<file path="src/rtl/ldpc_info_pack_pkg.sv">
// Shared constants and state encoding for the LDPC information-bit packer.
package ldpc_info_pack_pkg;

    localparam int unsigned LDPC_N     = 4608;
    localparam int unsigned LDPC_K_R12 = 2304;
    localparam int unsigned LDPC_K_R34 = 3456;
    localparam int unsigned CNT_W      = 13;

    typedef enum logic [1:0] {
        ST_IDLE   = 2'd0,
        ST_INFO   = 2'd1,
        ST_PARITY = 2'd2
    } pack_state_t;

    // Index of the last systematic bit for the latched code rate.
    function automatic logic [CNT_W-1:0] k_last(input logic k_sel);
        return k_sel ? CNT_W'(LDPC_K_R34 - 1) : CNT_W'(LDPC_K_R12 - 1);
    endfunction

endpackage

</file>
<file path="src/rtl/ldpc_byte_fifo.sv">
// Small synchronous FIFO for tagged bytes; a write into a full FIFO succeeds
// only when the head is being read in the same cycle.
module ldpc_byte_fifo #(
    parameter int DEPTH = 4,
    parameter int WIDTH = 10
) (
    input  logic             clk,
    input  logic             reset_n,
    input  logic             wr_en,
    input  logic [WIDTH-1:0] wr_data,
    input  logic             rd_en,
    output logic [WIDTH-1:0] rd_data,
    output logic             full,
    output logic             empty
);

    localparam int AW = $clog2(DEPTH);

    logic [WIDTH-1:0] mem [DEPTH];
    logic [AW-1:0]    wr_ptr;
    logic [AW-1:0]    rd_ptr;
    logic [AW:0]      count;
    logic             rd_fire;
    logic             wr_fire;

    assign full    = (count == (AW+1)'(DEPTH));
    assign empty   = (count == '0);
    assign rd_fire = rd_en && !empty;
    assign wr_fire = wr_en && (!full || rd_fire);
    assign rd_data = mem[rd_ptr];

    // Storage is reset so the head reads as zero out of reset.
    always_ff @(posedge clk or negedge reset_n) begin
        if (!reset_n) begin
            for (int i = 0; i < DEPTH; i++) begin
                mem[i] <= '0;
            end
            wr_ptr <= '0;
            rd_ptr <= '0;
            count  <= '0;
        end else begin
            if (wr_fire) begin
                mem[wr_ptr] <= wr_data;
                wr_ptr      <= wr_ptr + 1'b1;
            end
            if (rd_fire) begin
                rd_ptr <= rd_ptr + 1'b1;
            end
            case ({wr_fire, rd_fire})
                2'b10:   count <= count + 1'b1;
                2'b01:   count <= count - 1'b1;
                default: count <= count;
            endcase
        end
    end

endmodule

</file>
<file path="src/rtl/ldpc_info_pack.sv">
// Drops parity bits from the serial decoded codeword and packs systematic
// bits MSB-first into tagged bytes buffered in a small output FIFO.
module ldpc_info_pack
    import ldpc_info_pack_pkg::*;
#(
    parameter int FIFO_DEPTH = 4,
    parameter int N_BITS     = LDPC_N
) (
    input  logic       clk,
    input  logic       reset_n,
    input  logic       rate,
    input  logic       sync_in,
    input  logic       din,
    input  logic       en_in,
    input  logic       blk_end,
    output logic [7:0] out_data,
    output logic       out_valid,
    input  logic       out_ready,
    output logic       out_sop,
    output logic       out_eop,
    output logic       blk_done,
    output logic       ovf,
    output logic       len_err
);

    localparam logic [CNT_W-1:0] LAST_BIT = CNT_W'(N_BITS - 1);

    pack_state_t      state;
    pack_state_t      state_nx;
    logic [CNT_W-1:0] bit_cnt;
    logic [6:0]       sr;
    logic             k_sel;

    logic             restart;
    logic             cnt_inc;
    logic             shift_en;
    logic             fifo_wr;
    logic             done_nx;
    logic             len_set;
    logic [9:0]       fifo_wdata;
    logic [9:0]       fifo_rdata;
    logic             fifo_full;
    logic             fifo_empty;
    logic             fifo_drop;

    always_comb begin
        state_nx = state;
        restart  = 1'b0;
        cnt_inc  = 1'b0;
        shift_en = 1'b0;
        fifo_wr  = 1'b0;
        done_nx  = 1'b0;
        len_set  = 1'b0;
        // sync_in restarts from any state and masks a same-cycle en_in.
        if (sync_in) begin
            state_nx = ST_INFO;
            restart  = 1'b1;
        end else if (en_in && state != ST_IDLE) begin
            if (blk_end && bit_cnt != LAST_BIT) begin
                len_set  = 1'b1;
                state_nx = ST_IDLE;
            end else if (bit_cnt == LAST_BIT) begin
                done_nx  = 1'b1;
                len_set  = !blk_end;
                state_nx = ST_IDLE;
            end else begin
                cnt_inc = 1'b1;
                if (state == ST_INFO) begin
                    shift_en = 1'b1;
                    fifo_wr  = (bit_cnt[2:0] == 3'd7);
                    if (bit_cnt == k_last(k_sel)) begin
                        state_nx = ST_PARITY;
                    end
                end
            end
        end
    end

    assign fifo_wdata = {(bit_cnt == CNT_W'(7)), (bit_cnt == k_last(k_sel)), sr, din};
    assign fifo_drop  = fifo_wr && fifo_full && !out_ready;

    always_ff @(posedge clk or negedge reset_n) begin
        if (!reset_n) begin
            state    <= ST_IDLE;
            bit_cnt  <= '0;
            sr       <= '0;
            k_sel    <= 1'b0;
            ovf      <= 1'b0;
            len_err  <= 1'b0;
            blk_done <= 1'b0;
        end else begin
            state    <= state_nx;
            blk_done <= done_nx;
            if (restart) begin
                bit_cnt <= '0;
                sr      <= '0;
                k_sel   <= rate;
                ovf     <= 1'b0;
                len_err <= 1'b0;
            end else begin
                if (cnt_inc) begin
                    bit_cnt <= bit_cnt + 1'b1;
                end
                if (shift_en) begin
                    sr <= {sr[5:0], din};
                end
                if (fifo_drop) begin
                    ovf <= 1'b1;
                end
                if (len_set) begin
                    len_err <= 1'b1;
                end
            end
        end
    end

    ldpc_byte_fifo #(
        .DEPTH (FIFO_DEPTH),
        .WIDTH (10)
    ) u_fifo (
        .clk     (clk),
        .reset_n (reset_n),
        .wr_en   (fifo_wr),
        .wr_data (fifo_wdata),
        .rd_en   (out_ready),
        .rd_data (fifo_rdata),
        .full    (fifo_full),
        .empty   (fifo_empty)
    );

    assign out_valid = !fifo_empty;
    assign out_sop   = fifo_rdata[9];
    assign out_eop   = fifo_rdata[8];
    assign out_data  = fifo_rdata[7:0];

endmodule

</file>
<file path="config.mk">
export PLATFORM = sky130hd
export DESIGN_NAME = ldpc_info_pack
export DESIGN_NICKNAME = d
export VERILOG_FILES = /design/src/rtl/ldpc_info_pack_pkg.sv /design/src/rtl/ldpc_byte_fifo.sv /design/src/rtl/ldpc_info_pack.sv
export SDC_FILE = /design/constraint.sdc
export NUM_CORES = 1
export LEC_CHECK = 0
export ABC_AREA = 0
export CAP_MARGIN = 20
export CORE_MARGIN = 2
export CORE_UTILIZATION = 59
export CTS_CLUSTER_SIZE = 24
export DETAILED_ROUTE_END_ITERATION = 8
export GPL_TIMING_DRIVEN = 0
export PLACE_DENSITY = 0.87
export SYNTH_ARGS = -nofsm -noshare
export SYNTH_HDL_FRONTEND = slang
export SYNTH_SLANG_ARGS = --single-unit
export TNS_END_PERCENT = 100
</file>
<file path="constraint.sdc">
create_clock -name clk -period 4.13 [get_ports clk]
set_input_delay 0.6195 -clock clk [delete_from_list [all_inputs] [get_ports clk]]
set_output_delay 0.6195 -clock clk [all_outputs]
set_load 0.05 [all_outputs]
</file>
==> flow_metrics.py, run 1 <==
metrics = {
    "run_status": {
        "status": "completed",
    },
    "logic_synthesis": {
        "ys_types": 46,
        "synthMostInstantiatedCell": "dfrtp_1",
        "synth_top_area_share": 0.4985,
        "async_flop_share": 1.000,
        "syn_avg_cell_area_um2": 13.14,
        "synth_cells": 279,
        "synthTopCellsByCount": "73 x dfrtp_1, 30 x mux2_4, 25 x nand2_1",
        "synth_warnings": 0,
        "ys.flop_type": "dfrtp_1",
        "synth_edf_count": 0,
        "syn_nets": 297,
        "netlist_area_um2": 3665,
        "synth_top_cell_by_area": "dfrtp_1",
        "synth_seq_area_share": 0.4985,
        "netlist_top_cells_area": "dfrtp_1 50%, mux2_4 12%, mux4_2 6.1%",
        "ys_ff_latch": 73,
    },
    "pwr": {
        "p_sw_w": 0.0004305,
        "ir_worst_vdd_mv": 0.2196,
        "p_sw_frac": 0.2628,
        "power.density_nw_per_um2": 393.1,
        "p_leak_nw": 1.915,
        "internal_power_w": 0.001207,
        "clock_power_share": 0.368,
        "combPwrFrac": 0.161,
        "total_power_w": 0.001638,
        "seq_power_share": 0.471,
    },
    "drt": {
        "drt-total-wl_um": 6927,
        "vias_per_cell": 5.931,
        "wl_per_cell_um": 17.81,
        "postRouteAntennaNets": 0,
        "dr.pass1.iters": 4,
        "first_iter_violations": 169,
        "drc": 0,
        "route.vias.total": 2307,
    },
    "finish": {
        "nNetsFinal": 328,
        "final-seq-area_um2": 1827,
        "antenna_cells": 0,
        "fillers": 422,
        "area_growth_pct": 13.69,
        "multi_input_area_um2": 1745,
        "drive_gt1_frac": 0.2452,
        "fin_area_um2": 4167,
    },
    "sta": {
        "worstMarginPinSlew_ns": 0.8956,
        "setup-violations-final": 0,
        "clock.fmax_mhz": 270.3,
        "finClkSkew_ns": 0.01144,
        "rsz0062_at_grt": "false",
        "finalCritPeriodShare": 0.8959,
        "period_minus_slack_ns": 3.700,
        "hold_violations": 0,
        "relSlewSlack": 0.4029,
        "setup_tns_ns": 0,
        "drv_slew": 0,
    },
    "job": {
        "maxCapViolCount": 0,
    },
    "critical_path": {
        "worstSetupStartpointType": "register",
        "cp_max_fo": 9,
        "critPathCaptureType": "register",
        "worstSetupPathType": "reg -> reg",
        "crit_required_ns": 4.38,
        "arrival_ns": 3.95,
    },
    "global_routing": {
        "grt_usage": 0.2209,
        "met1_usage": 0.2984,
        "use_met2": 0.3490,
        "grt_max_degree": 74,
        "grt_pass1_wl_um": 11990,
        "antenna_found_initial": 0,
        "grt_pass1_vias": 2351,
        "grt.busiest_layer": "met2",
        "met3_usage": 0.05169,
        "overflow": 0,
    },
    "cts": {
        "clock_path_buffers": 2,
        "worstSkewPairLatency_ns": 0.34,
        "tritoncts": "built",
        "clkSlewWorstSetupHoldPaths_ns": 0.07,
        "numCtsBuffers": 9,
        "ctsResizeCount": 0,
        "cts_setup_buffers": 0,
        "hold_buffers": 0,
        "cts_root_buf": "clkbuf_8",
        "cts.sinks": 73,
        "h-tree-depth": 3,
    },
    "die": {
        "core_um2": 5956,
        "fp.dieW_um": 82.81,
        "dieArea_um2": 6858,
        "die_y_um": 82.81,
        "pin_count": 22,
        "rows": 28,
        "start_util": 0.6153,
    },
    "placement": {
        "placed_cell_area_um2": 3956,
        "portBuffers": 20,
        "gp_congestion": 0.8596,
        "dp_hpwl_um": 4566,
    },
    "hold_path": {
        "hold_class": "in -> async",
    },
}
==> placed cells by master (no fill, tap or decap), drive strengths merged, types with 2 or more instances in the layout <==
master and count:
and3 3, nor4 4, nand3 8, or4 4
inv 10, o31ai 2, or3 2, buf 5
bufinv 2, nor2 18, mux2 42, or4b 2
xor2 6, clkbuf 18, nor3 3, ha 9
dfrtp 73, a211oi 2, xnor2 8, clkdlybuf4s50 19
a21oi 13, nor2b 2, mux4 10, nand4 5
nand2 25, o21ai 3
==> stage by stage <==
stage	hold slack [ns]	utilization	std cells	setup slack [ns]
after global placement	0.4702	0.6647	374	0.1145
after CTS	0.4270	0.6996	389	0.4310
after detailed placement	0.4840	0.6643	374	0.4568
final	0.3955	0.6996	389	0.4300
after floorplan	0.3239	-	279	0.8047
after global routing	0.4828	0.6996	389	0.1994
==> worst max-delay path, cell delays in order, from the launching register on <==
cell,delay [ns]
dfrtp_1,0.40
ha_1,0.23
nand3_1,0.32
or4_1,0.66
ha_1,0.25
and4bb_2,0.35
o41a_1,0.15
buf_2,0.21
nand3_2,0.13
ha_1,0.25
inv_1,0.07
fa_1,0.40
o21ai_0,0.19
==> worst paths after layout <==
kind / end / slack [ns] / startpoint / depth (start not counted)
setup / recovery: u_fifo.count[1] / 0.43 / bit_cnt[0] / 12
hold / removal: u_fifo.mem[26] / 0.40 / reset_n / 1
setup reg to reg: u_fifo.count[1] / 0.43 / bit_cnt[0] / 12
hold reg to reg: u_fifo.count[2] / 0.49 / u_fifo.count[2] / 1
max in group asynchronous: state[1] / 3.14 / reset_n / 1
min in group clk: u_fifo.count[2] / 0.49 / u_fifo.count[2] / 1
==> metal layers <==
| metal | up-vias | wire length (um) |
|---|---|---|
| met3 | 12 | 251 |
| li1 | 1069 | - |
| met1 | 1170 | 3055 |
| met4 | 0 | 121 |
| met5 | - | 0 |
| met2 | 56 | 3499 |
==> flip-flops by register name, indices dropped and copies added, names as in the netlist <==
| register | cells |
|---|---|
| u_fifo.mem | 40 |
| bit_cnt | 13 |
| sr | 7 |
| u_fifo.count | 3 |
| state | 2 |
| u_fifo.rd_ptr | 2 |
| u_fifo.wr_ptr | 2 |
| blk_done | 1 |
| k_sel | 1 |
| len_err | 1 |
| ovf | 1 |
==> layout make-up <==
class                   instances  share of cell area
well taps                      75             0.02252
multi-input cells             186              0.4189
flip-flops and latches         73              0.4384
inverters                      10            0.009009
clock inverters                 3             0.01562
repair buffers                 20             0.04745
clock buffers                  12             0.03483
plain buffers                  10             0.01321
==> kinds of logic (layout without fill, tap and decap cells) <==
group                    count (synthesis)  in the layout  synth area share
buffers and inverters                   20             55           0.02526
adder cells (fa/ha/maj)                 10             10           0.03619
multiplexers                            52             52            0.2212
AO/OA/AOI/OAI                           29             29           0.05667
XOR/XNOR                                14             14           0.03346
AND/OR/NAND/NOR                         81             81            0.1287
flip-flops                              73             73            0.4985
==> power by group through the flow <==
stage          sequential [W]  clock [W]  combinational, W
6_report             0.000772   0.000602          0.000263
5_1_grt              0.000777   0.000644          0.000296
4_1_cts              0.000772   0.000612          0.000271
3_5_place_dp         0.000786          0          0.000271
3_3_place_gp         0.000784          0          0.000256
2_1_floorplan        0.000782          0          0.000192
No activity file was read; power rests on OpenSTA's default activity.
==> inputs of run 2 (changes only) <==
Settings changed: SYNTH_HIERARCHICAL from default to 1.
==> run 2 against run 1 <==
Via count down 4.6%. Global-route usage grew 0.28 points. Wire length shrank 6.2%. Register-to-register slack better by 0.15 ns. Synthesized cell count decreased by 6.8%. Clock skew fell by 0.0022 ns. Clock-buffer cell count is 1 lower. Worst hold slack worse by 0.0067 ns.
==> flow_metrics.py, run 2 <==
metrics = {
    "job": {
        "maxCapViolCount": 0,
    },
    "drt": {
        "route.vias.total": 2200,
        "wl_met3_um": 335,
        "wl_per_cell_um": 17.46,
        "met2WireLength_um": 3135,
        "maxUsedRoutingLayer": "met4",
        "postRouteAntennaNets": 0,
        "dr.pass1.iters": 4,
        "first_iter_violations": 163,
        "wl_met1_um": 2934,
        "drc": 0,
        "drt-total-wl_um": 6496,
        "vias_per_cell": 5.914,
    },
    "logic_synthesis": {
        "ys_ff_latch": 73,
        "synth_warnings": 6,
        "synth_seq_area_share": 0.5174,
        "async_flop_share": 1.000,
        "syn_avg_cell_area_um2": 13.58,
        "ys_types": 49,
        "synth_edf_count": 0,
        "syn_nets": 278,
        "synthMostInstantiatedCell": "dfrtp_1",
        "synthTopCellsByCount": "73 x dfrtp_1, 42 x mux2_2, 13 x nor2_1",
        "ys.flop_type": "dfrtp_1",
        "synth_cells": 260,
        "netlist_area_um2": 3531,
        "netlist_top_cells_area": "dfrtp_1 52%, mux2_2 13%, mux4_2 6.4%",
        "synth_top_area_share": 0.5174,
        "synth_top_cell_by_area": "dfrtp_1",
    },
    "sta": {
        "clock.fmax_mhz": 282.0,
        "finClkSkew_ns": 0.009281,
        "setup_tns_ns": 0,
        "drv_slew": 0,
        "rsz0062_at_grt": "false",
        "setup-violations-final": 0,
        "worstMarginPinSlew_ns": 0.8900,
        "period_minus_slack_ns": 3.546,
        "relSlewSlack": 0.4067,
        "finalCritPeriodShare": 0.8586,
        "fin_worst_hold_slack_ns": 0.3888,
        "hold_violations": 0,
    },
    "pwr": {
        "p_sw_frac": 0.2808,
        "power.density_nw_per_um2": 404.0,
        "seq_power_share": 0.480,
        "internal_power_w": 0.001176,
        "p_leak_nw": 1.921,
        "clock_power_share": 0.361,
        "p_sw_w": 0.0004591,
        "ir_worst_vdd_mv": 0.3152,
        "combPwrFrac": 0.160,
    },
    "die": {
        "rows": 28,
        "start_util": 0.6035,
        "pin_count": 22,
        "dieArea_um2": 6619,
        "die_y_um": 81.36,
        "fp.dieW_um": 81.36,
        "core_um2": 5851,
    },
    "critical_path": {
        "arrival_ns": 3.78,
        "r2r_cells": 14,
        "regToRegStartpoint": "bit_cnt[9]",
        "cp_max_fo": 9,
        "crit_required_ns": 4.36,
        "critPathCaptureType": "register",
        "r2r_end": "u_fifo/count[2]",
        "cp-endpoint": "u_fifo/count[2]",
        "crit_start": "bit_cnt[9]",
        "r2r_setup_slack_ns": 0.58,
        "worstSetupStartpointType": "register",
        "worstSetupPathType": "reg -> reg",
    },
    "finish": {
        "drive_gt1_frac": 0.3030,
        "utilization": 0.6916,
        "top_regs": "u_fifo/mem (40), bit_cnt (13), sr (7)",
        "fin_area_um2": 4046,
        "antenna_cells": 0,
        "area_growth_pct": 14.60,
        "stdcell_count": 372,
        "final_cell_mix": "73 x dfrtp_1, 42 x mux2_2, 20 x clkdlybuf4s50_1",
        "nNetsFinal": 310,
        "final_common_cell": "dfrtp_1",
        "top_register": "u_fifo/mem",
        "largest_reg_flops": 40,
        "fillers": 399,
    },
    "cts": {
        "hold_buffers": 0,
        "tritoncts": "built",
        "worstSkewPairLatency_ns": 0.35,
        "h-tree-depth": 3,
        "clkSlewWorstSetupHoldPaths_ns": 0.08,
        "cts.sinks": 73,
        "ctsResizeCount": 0,
        "cts_root_buf": "clkbuf_8",
        "numCtsBuffers": 9,
        "cts_setup_buffers": 0,
        "clock_path_buffers": 2,
    },
    "placement": {
        "gp_congestion": 0.8198,
        "placed_cell_area_um2": 3832,
        "numPlacedInstances": 356,
        "dp_hpwl_um": 4310,
        "portBuffers": 21,
    },
    "global_routing": {
        "grt_pass1_wl_um": 10850,
        "antenna_found_initial": 0,
        "grt_max_degree": 74,
        "grt_usage": 0.2237,
        "overflow": 0,
        "grt_pass1_vias": 2232,
    },
    "run_status": {
        "status": "completed",
    },
    "hold_path": {
        "hold_class": "in -> async",
    },
}
-- run 2: cell families after synthesis --
kind of cell | share of synthesized area
flops | 0.5174
mux | 0.2062
xor+xnor | 0.03225
buf+inv | 0.03012
fa+ha+maj | 0.03756
compound gates | 0.06202
simple gates | 0.1145
-- run 2: metrics by stage --
stage	total power, W	setup slack, ns
global placement	0.001058	0.04053
floorplan	0.0009864	0.9675
CTS	0.001652	0.5859
global route	0.001714	0.3292
finish	0.001635	0.5841
detailed placement	0.001065	0.6749
-- run 2: layer usage --
| layer | up-vias | GRT usage |
|---|---|---|
| met5 | - | 0 |
| met4 | 0 | 0.09153 |
| met3 | 9 | 0.04556 |
| met2 | 50 | 0.3525 |
| met1 | 1127 | 0.3045 |
| li1 | 1014 | - |
-- run 2: power by group through the flow --
stage	Clock (W)	Combinational (W)	Sequential [W]
6_report	0.000589	0.000261	0.000785
5_1_grt	0.000631	0.000291	0.000792
4_1_cts	0.000601	0.000267	0.000785
3_5_place_dp	0	0.000266	0.000799
3_3_place_gp	0	0.000259	0.000798
2_1_floorplan	0	0.000193	0.000793
-- run 2: worst min-delay path by stage --
stage	end	slack, ns	cells past startpoint
2_1_floorplan	bit_cnt[0]	0.32	0
3_3_place_gp	u_fifo/mem[13]	0.48	1
3_5_place_dp	u_fifo/mem[5]	0.49	1
4_1_cts	k_sel	0.42	1
5_1_grt	u_fifo/count[0]	0.48	1
6_report	u_fifo/mem[5]	0.39	1
-- run 2: cell type report --
| class | count | area [um2] | area share |
|---|---|---|---|
| clock buffer | 11 | 151.4 | 0.03741 |
| clock inverter | 5 | 62.56 | 0.01546 |
| timing repair buffer | 21 | 207.7 | 0.05133 |
| buffer | 8 | 65.06 | 0.01608 |
| multi-input combinational | 168 | 1598 | 0.3949 |
| inverter | 11 | 41.29 | 0.01020 |
| sequential | 73 | 1827 | 0.4515 |
| tap | 75 | 93.84 | 0.02319 |
-- run 2: worst max-delay path, cell delays in order, from the launching register on --
cell and delay [ns]:
dfrtp_1 0.49, nor4b_4 0.37, nand4_4 0.18, ha_1 0.25
nor3b_1 0.34, and3_1 0.25, buf_6 0.15, and2_1 0.22
or2b_2 0.36, ha_1 0.23, inv_1 0.08, fa_1 0.17
xor2_1 0.14, nor2_1 0.06, xor2_1 0.13
